## src/rtl/multicycle_controller.sv

```systemverilog
// Main control FSM for the multicycle RV32I core: Moore state machine plus
// combinational ALU/immediate decoders driving the shared datapath selects.
module multicycle_controller #(
  parameter bit ENABLE_BNE = 1'b0
) (
  input  logic       clk,
  input  logic       reset,
  input  logic [6:0] op,
  input  logic [2:0] funct3,
  input  logic       funct7b5,
  input  logic       Zero,
  output logic       PCWrite,
  output logic       AdrSrc,
  output logic       MemWrite,
  output logic       IRWrite,
  output logic [1:0] ResultSrc,
  output logic [1:0] ALUSrcA,
  output logic [1:0] ALUSrcB,
  output logic [2:0] ALUControl,
  output logic [1:0] ImmSrc,
  output logic       RegWrite,
  output logic [3:0] state
);

  typedef enum logic [3:0] {
    StFetch    = 4'd0,
    StDecode   = 4'd1,
    StMemAdr   = 4'd2,
    StMemRead  = 4'd3,
    StMemWb    = 4'd4,
    StMemWrite = 4'd5,
    StExecuteR = 4'd6,
    StExecuteI = 4'd7,
    StAluWb    = 4'd8,
    StBeq      = 4'd9,
    StJal      = 4'd10
  } state_e;

  localparam logic [6:0] OpLoad   = 7'b0000011;
  localparam logic [6:0] OpStore  = 7'b0100011;
  localparam logic [6:0] OpRType  = 7'b0110011;
  localparam logic [6:0] OpIAlu   = 7'b0010011;
  localparam logic [6:0] OpBranch = 7'b1100011;
  localparam logic [6:0] OpJal    = 7'b1101111;

  state_e     state_q;
  logic       pc_update;
  logic       branch;
  logic       taken;
  logic [1:0] alu_op;

  always_ff @(posedge clk or posedge reset) begin
    if (reset) begin
      state_q <= StFetch;
    end else begin
      case (state_q)
        StFetch:  state_q <= StDecode;
        StDecode: begin
          case (op)
            OpLoad, OpStore: state_q <= StMemAdr;
            OpRType:         state_q <= StExecuteR;
            OpIAlu:          state_q <= StExecuteI;
            OpBranch:        state_q <= StBeq;
            OpJal:           state_q <= StJal;
            default:         state_q <= StFetch;
          endcase
        end
        StMemAdr:   state_q <= (op == OpStore) ? StMemWrite : StMemRead;
        StMemRead:  state_q <= StMemWb;
        StMemWb:    state_q <= StFetch;
        StMemWrite: state_q <= StFetch;
        StExecuteR: state_q <= StAluWb;
        StExecuteI: state_q <= StAluWb;
        StAluWb:    state_q <= StFetch;
        StBeq:      state_q <= StFetch;
        StJal:      state_q <= StAluWb;
        default:    state_q <= StFetch;
      endcase
    end
  end

  assign state = state_q;

  always_comb begin
    pc_update = 1'b0;
    branch    = 1'b0;
    AdrSrc    = 1'b0;
    MemWrite  = 1'b0;
    IRWrite   = 1'b0;
    RegWrite  = 1'b0;
    ResultSrc = 2'b00;
    ALUSrcA   = 2'b00;
    ALUSrcB   = 2'b00;
    alu_op    = 2'b00;
    case (state_q)
      StFetch: begin
        IRWrite   = 1'b1;
        pc_update = 1'b1;
        ALUSrcB   = 2'b10;
        ResultSrc = 2'b10;
      end
      StDecode: begin
        ALUSrcA = 2'b01;
        ALUSrcB = 2'b01;
      end
      StMemAdr: begin
        ALUSrcA = 2'b10;
        ALUSrcB = 2'b01;
      end
      StMemRead: AdrSrc = 1'b1;
      StMemWb: begin
        ResultSrc = 2'b01;
        RegWrite  = 1'b1;
      end
      StMemWrite: begin
        AdrSrc   = 1'b1;
        MemWrite = 1'b1;
      end
      StExecuteR: begin
        ALUSrcA = 2'b10;
        alu_op  = 2'b10;
      end
      StExecuteI: begin
        ALUSrcA = 2'b10;
        ALUSrcB = 2'b01;
        alu_op  = 2'b10;
      end
      StAluWb: RegWrite = 1'b1;
      StBeq: begin
        ALUSrcA = 2'b10;
        alu_op  = 2'b01;
        branch  = 1'b1;
      end
      StJal: begin
        ALUSrcA   = 2'b01;
        ALUSrcB   = 2'b10;
        pc_update = 1'b1;
      end
      default: ;
    endcase
  end

  // Branch outcome is evaluated combinationally from the live Zero flag in BEQ.
  always_comb begin
    taken = 1'b0;
    if (funct3 == 3'b000) begin
      taken = Zero;
    end else if (ENABLE_BNE && (funct3 == 3'b001)) begin
      taken = !Zero;
    end
  end

  assign PCWrite = pc_update | (branch & taken);

  always_comb begin
    ALUControl = 3'b000;
    case (alu_op)
      2'b00: ALUControl = 3'b000;
      2'b01: ALUControl = 3'b001;
      default: begin
        case (funct3)
          3'b000:  ALUControl = (op[5] & funct7b5) ? 3'b001 : 3'b000;
          3'b010:  ALUControl = 3'b101;
          3'b110:  ALUControl = 3'b011;
          3'b111:  ALUControl = 3'b010;
          default: ALUControl = 3'b000;
        endcase
      end
    endcase
  end

  always_comb begin
    ImmSrc = 2'b00;
    case (op)
      OpStore:  ImmSrc = 2'b01;
      OpBranch: ImmSrc = 2'b10;
      OpJal:    ImmSrc = 2'b11;
      default:  ImmSrc = 2'b00;
    endcase
  end

endmodule

```

## config.mk

```make
export PLATFORM = sky130hd
export DESIGN_NAME = multicycle_controller
export DESIGN_NICKNAME = d
export VERILOG_FILES = /design/src/rtl/multicycle_controller.sv
export SDC_FILE = /design/constraint.sdc
export NUM_CORES = 1
export LEC_CHECK = 0
export BUFFER_PORTS_ARGS = -buffer_cell sky130_fd_sc_hd__buf_2
export CAP_MARGIN = 20
export CORE_UTILIZATION = 35
export DETAILED_ROUTE_END_ITERATION = 10
export PLACE_DENSITY_LB_ADDON = 0.2
export SYNTH_ARGS = -nofsm -noshare
export SYNTH_HDL_FRONTEND = slang
export SYNTH_SLANG_ARGS = --single-unit
```

## constraint.sdc

```tcl
create_clock -name clk -period 2.5 [get_ports clk]
set_clock_uncertainty 0.2 [all_clocks]
set_input_delay 0.125 -clock clk [delete_from_list [all_inputs] [get_ports clk]]
set_output_delay 0.125 -clock clk [all_outputs]
set_load 0.02 [all_outputs]
```

---- After elaboration in Yosys (flattened, before gate mapping) ----
Index checks and enable logic that the tools add are counted.
storage, ports and cells
  register bits after elaboration ......... 4
  latch bits .............................. 0
  memory bits (writable) .................. 0
  bits in read-only memories .............. 0
  bits of input ports ..................... 14
  output and inout port bits .............. 20
  word-level logic and storage cells ...... 54
  memories kept ........................... 0
operators by class
  $add $sub $neg .......................... 0
  $mul .................................... 0
  div/mod/pow operators ................... 0
  order comparisons ....................... 0
  equal/unequal tests ..................... 20
  shift-type cells ........................ 0
  mux-type cells .......................... 18
  bitwise gates (word level) .............. 3
  reductions and logical operators ........ 12
operators with widths
  operator            number
  $pmux 4 s5          2
  $eq 4x3->1 const B  4
  $pmux 2 s2          4
  $eq 7x6->1 const B  2
  $eq 7x7->1 const B  2
  $eq 4x4->1 const B  3
  $pmux 3 s4          1
  $reduce_or 2->1     6
  $eq 4x2->1 const B  2
  $mux 1              8
  $eq 7x2->1 const B  1
  $eq 7x5->1 const B  1
  $eq 3x3->1 const B  2
  $pmux 2 s3          1
  $pmux 3 s2          1
  $reduce_or 3->1     2
  $eq 4x1->1 const B  1
  $logic_not 4->1     1
  $reduce_or 4->1     1
  $eq 3x2->1 const B  1
  $logic_not 3->1     1
  $mux 3              1
  $and 1x1->1         2
  $eq 2x1->1 const B  1
  other kinds (2)     2

---- Longest topological paths before layout ----
Gate-level depths: netlist of the first run.
  depth in word-level cells ............... 5
  mapped depth ............................ 4
  mapped depth without buffers ............ 3

---- Worst setup path before layout of the first run ----
No wires, ideal clock.
  kind .................................... reg2out
  start ................................... register state_q[1] (netlist: state[1])
  end ..................................... output port ALUControl[2]
  data arrival time ....................... 1,429 ps
  path slack .............................. 746 ps
  stages on the path, launching flop included .. 4
  path buffers ............................ 0
  path through ............................ dfrtp_1 > nor2b_1 > nand2_1 > nor4_1
between the ends
  longest elaborated chain between the ends .. 5
RTL lines
  what                                           RTL line  text
  start, declared                                46        state_e state_q;
  start signal, assigned                         54        state_q <= StFetch;
  start signal, assigned                         57        StFetch: state_q <= StDecode;
  start signal, assigned                         60        OpLoad, OpStore: state_q <= StMemAdr;
  $eq 4x3->1                                     95        case (state_q)
  $reduce_or 2->1 (no source line)               n/a
  $pmux 2 s2 (*)                                 95
  $eq 2x1->1 or $logic_not 2->1 (tied branches)  157       case (alu_op)
  $pmux 3 s2 (*)                                 157
  end, declared                                  19        output logic [2:0] ALUControl,
Mark *: on every way between the ends. The rest lies on a longest branch, timed or not.

---- Worst setup path after layout of the first run ----
  start ................................... register state_q[1] (netlist: state[1])
  end ..................................... output port ALUControl[0]
Same word-level chain as after synthesis.

==> results.md, run 1 <==
* Placeable Area at 1318 sq um
* Routed wire per std cell at 11.25 microns
* CTS Sinks at 4
* Leak Pwr at 0.3630 nW
* Max FO, Critical Path at 14
* Layout Cells excl Fill at 118
* Delay-heaviest family, CP: flip-flops
* Initial DRC count at 15
* HP Class: in -> reg
* DR vias at 637
* Starting density of the core at 37.70%
* Setup Viol. Count Final at 0
* First-pass GRT wire length at 1869 microns
* Synth cell types at 33
* Full die area at 1574 sq um
* Setup CP Type: reg -> out
* Final Hold Vio Count at 0
* Routed WL at 1327 microns
* # rows at 13
* Post-place setup slack at 723.9 ps
* GRT overflow at 0
* Root Buffer: clkbuf_4
* Mapped Nets at 84
* CTS tree: yes
* Pin count of the biggest net entering global routing at 16
* Crit path max-delay cell type: dfrtp_1
* Clock transition at path regs at 30 ps
* Insertion delay to the later sink of the worst-skew pair at 240 ps
* Setup TNS at 0 ps
* # fillers at 137
* Gp weighted congestion at 0.7405
* Layout cells sized above 1 at 37.86%
* Antenna-violating nets left at 0
* I/O pins at 34
* Vias in the first global route at 440
* Seq/Total Area, Yosys at 20.15%
* Worst-margin pin slew at 416.9 ps
* Commonest non-fill, non-tap cell in the layout: buf_2
* Initial antenna violation count at 0
* Final WS setup at 469.0 ps
* Crit share post-route at 81.24%
* Post-CTS setup buffers at 0
* Clock tree buffer depth at 2
* Post-cts resize count at 0
* MaxCap Viol Count at 0
* Worst Setup Start Kind: register
* Antenna Cells at 0
* Cell area power density at 731.2 nW/um^2
* Fmax at 0.4924 GHz
* Inst Count DP at 114
* Maximum vdd drop at 564.9 uV
* Setup crit end kind: output pin
* Via/cell ratio at 5.398
* Storage element area at 100.1 sq um
* Die Y at 39.67 microns
* # hold bufs at CTS at 1
* Hold WS at 21.46 ps
* Post-Syn Instances at 70
* Mapped cell area at 496.7 sq um
* Die W at 39.67 microns
* CP required at 2170 ps
* Worst path cell trace: nor2b_1 -> nand2_1 -> o32ai_1 -> buf_2
* Max reg flops at 4
* CTS H-Tree Depth at 1
* RSZ-0062 raised after global routing: false
* Yosys warns at 0
* Port bufs at 33
* Total CTS buffers at 3
* Aggregate global-route resource usage at 18.16%
* Critical Path AT at 1710 ps
* Commonest non-fill, non-tap cells in the layout: 33 x buf_2, 6 x nor3_1, 5 x inv_1, 5 x nand2_1, 5 x nor2_1
* Avg Synthesized Cell Area at 7.096 sq um
* CP bufs+invs at 1
* Flops & latches, synth at 4
* Max_slew headroom at 72.21%
* Syn-to-layout area delta at 39.80%
* Multi-input gate area at 359.1 sq um
* Fin nets at 119
* Crit-path max cell delay at 570 ps
* DP HPWL at 1021 microns
* DRC Markers at 0
* Status: complete, no violations
* Final min period at 2031 ps
* Detailed Routing Iterations Pass 1 at 4
* Slew Limit Fails at 0
[power by group]
group / switching [mW] / leakage (nW) / internal (mW)
Clock: 0.0261 / 0.0138 / 0.0536
Combinational: 0.195 / 0.296 / 0.118
Sequential: 0.0385 / 0.0534 / 0.0762
Total: 0.260 / 0.363 / 0.248
[cell type report]
type,count,share of cell area (%)
clock buffers,3,3.243
inverters,5,2.703
multi-input cells,57,51.71
repair buffers,34,25.23
flip-flops and latches,4,14.41
well taps,15,2.703
[cells in the mapped netlist]
| cell | instances | area share (%) |
|---|---|---|
| dfrtp_1 | 4 | 20 |
| nand2b_1 | 4 | 5.0 |
| a21oi_1 | 2 | 2.0 |
| a21boi_0 | 2 | 3.0 |
| and3_1 | 1 | 1.3 |
| a31oi_1 | 1 | 1.3 |
| o21a_1 | 1 | 1.5 |
| o21ai_1 | 1 | 1.0 |
| a211oi_1 | 2 | 3.0 |
| clkbuf_1 | 1 | 0.75 |
| or3_4 | 1 | 2.3 |
| and4b_1 | 1 | 2.0 |
| nor4_1 | 4 | 5.0 |
| and2b_2 | 2 | 3.5 |
| o211ai_1 | 1 | 1.5 |
| xnor2_1 | 2 | 3.5 |
| o22a_1 | 1 | 1.8 |
| nand3_1 | 2 | 2.0 |
| and3b_1 | 1 | 1.8 |
| nor3_1 | 6 | 6.0 |
| o2111ai_1 | 1 | 1.8 |
| nor2_1 | 5 | 3.8 |
| nand4_1 | 1 | 1.3 |
| buf_2 | 3 | 3.0 |
| o21ai_0 | 3 | 3.0 |
| nor2b_1 | 2 | 2.5 |
| o221ai_1 | 1 | 1.8 |
| inv_1 | 5 | 3.8 |
| nand4b_1 | 1 | 1.8 |
| a41oi_1 | 1 | 1.8 |
| nand2_1 | 5 | 3.8 |
| nor3b_1 | 1 | 1.5 |
| o32ai_1 | 1 | 1.8 |
[kinds of logic after synthesis]
family          count (synthesis)  share of synthesized area [%]
flops                           4                          20.15
compound gates                 18                          25.19
buf+inv                         9                          7.555
xor+xnor                        2                          3.527
simple gates                   37                          43.58
[metrics by stage]
stage               power, mW  util [%]  instance area [sq um]
detailed placement     0.4282     50.24                  661.9
floorplan              0.3260         -                  496.7
global placement       0.4279     50.24                  661.9
finish                 0.5078     52.71                  694.4
CTS                    0.5126     52.71                  694.4
global route           0.5532     52.71                  694.4
[worst register-to-register path, stage by stage, from the launching register on]
cell and delay [ps]:
dfrtp_1 570, and2b_2 300, nand2_1 100, o221ai_1 120
[layer usage]
layer	vias up	GRT usage, %	routed length [microns]
li1	332	-	-
met1	274	24.32	618
met2	31	26.64	609
met3	0	5.114	99
met4	0	7.759	0
met5	-	0	0
[path summary, 6_finish.rpt]
path | startpoint | endpoint | slack (ps) | cells past startpoint
max | state[1] | ALUControl[0] | 470 | 4
max in group asynchronous | reset | state[0] | 1840 | 3
min reg2reg | state[0] | state[0] | 550 | 1
min in group asynchronous | reset | state[3] | 110 | 3
min | op[0] | state[0] | 20 | 3
max reg2reg | state[1] | state[3] | 1080 | 3
Power figures use the tool's default switching activity.
==> run 2: changes to the inputs <==
--- a/config.mk
+++ b/config.mk
@@ -5,6 +5,7 @@
 export SDC_FILE = /design/constraint.sdc
 export NUM_CORES = 1
 export LEC_CHECK = 0
+export ABC_AREA = 1
 export BUFFER_PORTS_ARGS = -buffer_cell sky130_fd_sc_hd__buf_2
 export CAP_MARGIN = 20
 export CORE_UTILIZATION = 35
==> constraint.sdc (replaced) <==
create_clock -name clk -period 2.1 [get_ports clk]
set_clock_uncertainty 0.2 [all_clocks]
set_input_delay 0.105 -clock clk [delete_from_list [all_inputs] [get_ports clk]]
set_output_delay 0.105 -clock clk [all_outputs]
set_load 0.02 [all_outputs]
==> results.md, run 2 <==
* Status: complete, no violations (unchanged)
* Final Hold Vio Count at 0 (unchanged)
* Critical Path AT at 1370 ps (was 1710 ps)
* # hold bufs at CTS at 1 (unchanged)
* Max FO, Critical Path at 5 (was 14)
* Leading cell types by count after synthesis: 26 x nand2_1, 15 x nor2_1, 13 x inv_1 (was 6 x nor3_1, 5 x inv_1, 5 x nand2_1, 5 x nor2_1)
* Post-CTS setup buffers at 0 (unchanged)
* Crit-path max cell delay at 420 ps (was 570 ps)
* Multi-input gate area at 319.1 sq um (was 359.1 sq um)
* Worst Setup Start Kind: register (unchanged)
* Reg2Reg Depth at 5 (was 3)
* Via/cell ratio at 4.543 (was 5.398)
* Detailed Routing Iterations Pass 1 at 4 (unchanged)
* Fmax at 0.5961 GHz
* Mapped cell area at 483.0 sq um (was 496.7 sq um)
* Number of synthesized flops with an enable pin at 0 (unchanged)
* Vias in the first global route at 454 (was 440)
* Post-Syn Instances at 88 (was 70)
* CTS tree: yes (unchanged)
* CP startpoint: state[2] (was state[1])
* # fillers at 143 (was 137)
* Reg-to-reg endpoint: state[2] (was state[3])
* Hold Path Depth at 4 (was 3)
* Antenna Cells at 0 (unchanged)
* Leak Pwr at 0.4366 nW (was 0.3630 nW)
* Initial DRC count at 8 (was 15)
* I/O pins at 34 (unchanged)
* Worst path cell trace: nor2_2 -> inv_2 -> nor2_1 -> nand2_1 -> o21ai_0 -> buf_2 (was nor2b_1 -> nand2_1 -> o32ai_1 -> buf_2)
* MaxCap Viol Count at 0 (unchanged)
* DR vias at 636 (was 637)
* Top-count cell post-synth: nand2_1 (was nor3_1)
* First-pass GRT wire length at 1697 microns (was 1869 microns)
* Clock tree buffer depth at 2 (unchanged)
* Layout cells sized above 1 at 41.60% (was 37.86%)
* Setup TNS at 0 ps (unchanged)
* Setup CP Type: reg -> out (unchanged)
* Initial antenna violation count at 0 (unchanged)
* R2R setup slack at 850 ps (was 1080 ps)
* Routed WL at 1194 microns (was 1327 microns)
* Mapped Nets at 102 (was 84)
* Port bufs at 33 (unchanged)
* Setup crit end kind: output pin (unchanged)
* Flops & latches, synth at 4 (unchanged)
* Crit share post-route at 79.88%
* Clock transition at path regs at 40 ps (was 30 ps)
* GRT overflow at 0 (unchanged)
* Commonest non-fill, non-tap cells in the layout: 33 x buf_2, 26 x nand2_1, 15 x nor2_1 (was 33 x buf_2, 6 x nor3_1, 5 x inv_1, 5 x nand2_1, 5 x nor2_1)
* Dominant cell type by area after synthesis: dfrtp_1 (unchanged)
* DRC Markers at 0 (unchanged)
* Critical Path Sink: AdrSrc (was ALUControl[0])
* Max_slew headroom at 85.99% (was 72.21%)
* Full die area at 1532 sq um (was 1574 sq um)
* Gp weighted congestion at 0.7200 (was 0.7405)
* Max reg flops at 4 (unchanged)
* Fin nets at 141 (was 119)
* Post-synth top flop: dfrtp_1 (unchanged)
* Power, Total at 0.6027 mW (was 0.5078 mW)
* Total CTS buffers at 3 (unchanged)
* Worst r2r src: state[1] (unchanged)
* Cell area power density at 861.7 nW/um^2 (was 731.2 nW/um^2)
* Insertion delay to the later sink of the worst-skew pair at 240 ps (about the same)
* Worst-margin pin slew at 209.4 ps (was 416.9 ps)
* Slew Limit Fails at 0 (unchanged)
* Final min period at 1677 ps
* Root Buffer: clkbuf_4 (unchanged)
* Synth cell types at 15 (was 33)
* RSZ-0062 raised after global routing: false (unchanged)
* Placeable Area at 1285 sq um (was 1318 sq um)
* Starting density of the core at 37.59% (was 37.70%)
* CTS H-Tree Depth at 1 (unchanged)
* CP required at 1790 ps (was 2170 ps)
* Hold WS at 48.38 ps (was 21.46 ps)
* Avg Synthesized Cell Area at 5.488 sq um (was 7.096 sq um)
* Syn-to-layout area delta at 44.82% (was 39.80%)
* Storage element area at 100.1 sq um (unchanged)
* Post-cts resize count at 0 (unchanged)
* Aggregate global-route resource usage at 16.83% (was 18.16%)
* Yosys warns at 0 (unchanged)
* Maximum vdd drop at 447.7 uV (was 564.9 uV)
* Die Y at 39.15 microns (was 39.67 microns)
* HP Class: in -> reg (unchanged)
* # rows at 13 (unchanged)
* Die W at 39.15 microns (was 39.67 microns)
* Routed wire per std cell at 8.529 microns (was 11.25 microns)
* Seq/Total Area, Yosys at 20.73% (was 20.15%)
* DP HPWL at 1010 microns (was 1021 microns)
* CTS Sinks at 4 (unchanged)
* Pin count of the biggest net entering global routing at 6 (was 16)
* Top cell type's share of synthesized area at 20.73% (was 20.15%)
* Crit path max-delay cell type: dfrtp_1 (unchanged)
* Commonest non-fill, non-tap cell in the layout: buf_2 (unchanged)
* Antenna-violating nets left at 0 (unchanged)
* Synth top area cells: dfrtp_1 21%, nand2_1 20%, nor2_1 12%, inv_1 10%, nand3_1 8.3% (was dfrtp_1 20%, nor3_1 6.0%, nand2b_1 5.0%, nor4_1 5.0%, inv_1 3.8%)
* Async SR Flop Fraction at 100.0% (unchanged)
* Setup Viol. Count Final at 0 (unchanged)
run 2: logic make-up after synthesis:
kind of cell           synth area share [%]
AND/OR/NAND/NOR                       60.10
buffers and inverters                 13.21
flip-flops                            20.73
AO/OA/AOI/OAI                         5.957
run 2: critical path: cells and delay by family (launching register included):
| kind | cells | cell delay, ps |
|---|---|---|
| buffers and inverters | 2 | 260 |
| AND/OR/NAND/NOR | 3 | 380 |
| flip-flops | 1 | 420 |
| AO/OA/AOI/OAI | 1 | 70 |
run 2: layout make-up:
| class | instances | share of cell area, % |
|---|---|---|
| clock buffers | 3 | 3.220 |
| inverters | 17 | 9.123 |
| multi-input cells | 67 | 45.62 |
| flip-flops and latches | 4 | 14.31 |
| well taps | 15 | 2.683 |
| repair buffers | 34 | 25.04 |
run 2: per-stage QoR:
| step | utilization (%) | instances | setup slack, ps | cell area, sq um |
|---|---|---|---|---|
| 2_1_floorplan | - | 88 | 604.8 | 483.0 |
| 3_3_place_gp | 51.90 | 136 | 689.3 | 666.9 |
| 3_5_place_dp | 51.90 | 136 | 679.5 | 666.9 |
| 4_1_cts | 54.43 | 140 | 414.9 | 699.4 |
| 5_1_grt | 54.43 | 140 | 308.6 | 699.4 |
| 6_report | 54.43 | 140 | 422.5 | 699.4 |
run 2: power breakdown:
| part | switching, mW | internal [mW] | leakage [nW] |
|---|---|---|---|
| Combinational | 0.265 | 0.129 | 0.369 |
| Clock | 0.0318 | 0.0639 | 0.0138 |
| Sequential | 0.0210 | 0.0912 | 0.0534 |
run 2: metal layers:
layer / wire length (microns) / vias to the layer above / part of all wire, % / GRT usage (%)
met5: 0 / - / 0 / 0
met4: 0 / 0 / 0 / 10.34
met3: 58 / 0 / 4.9 / 3.468
met2: 591 / 19 / 49 / 26.25
met1: 544 / 273 / 46 / 20.76
li1: - / 344 / - / -
run 2: worst min path at each step:
stage | slack [ps] | end | start
global route | 70 | state[2] | op[6]
finish | 50 | state[2] | op[6]
CTS | 40 | state[2] | op[6]
detailed placement | -210 | state[2] | reset
floorplan | -330 | state[0] | reset
global placement | -210 | state[0] | reset
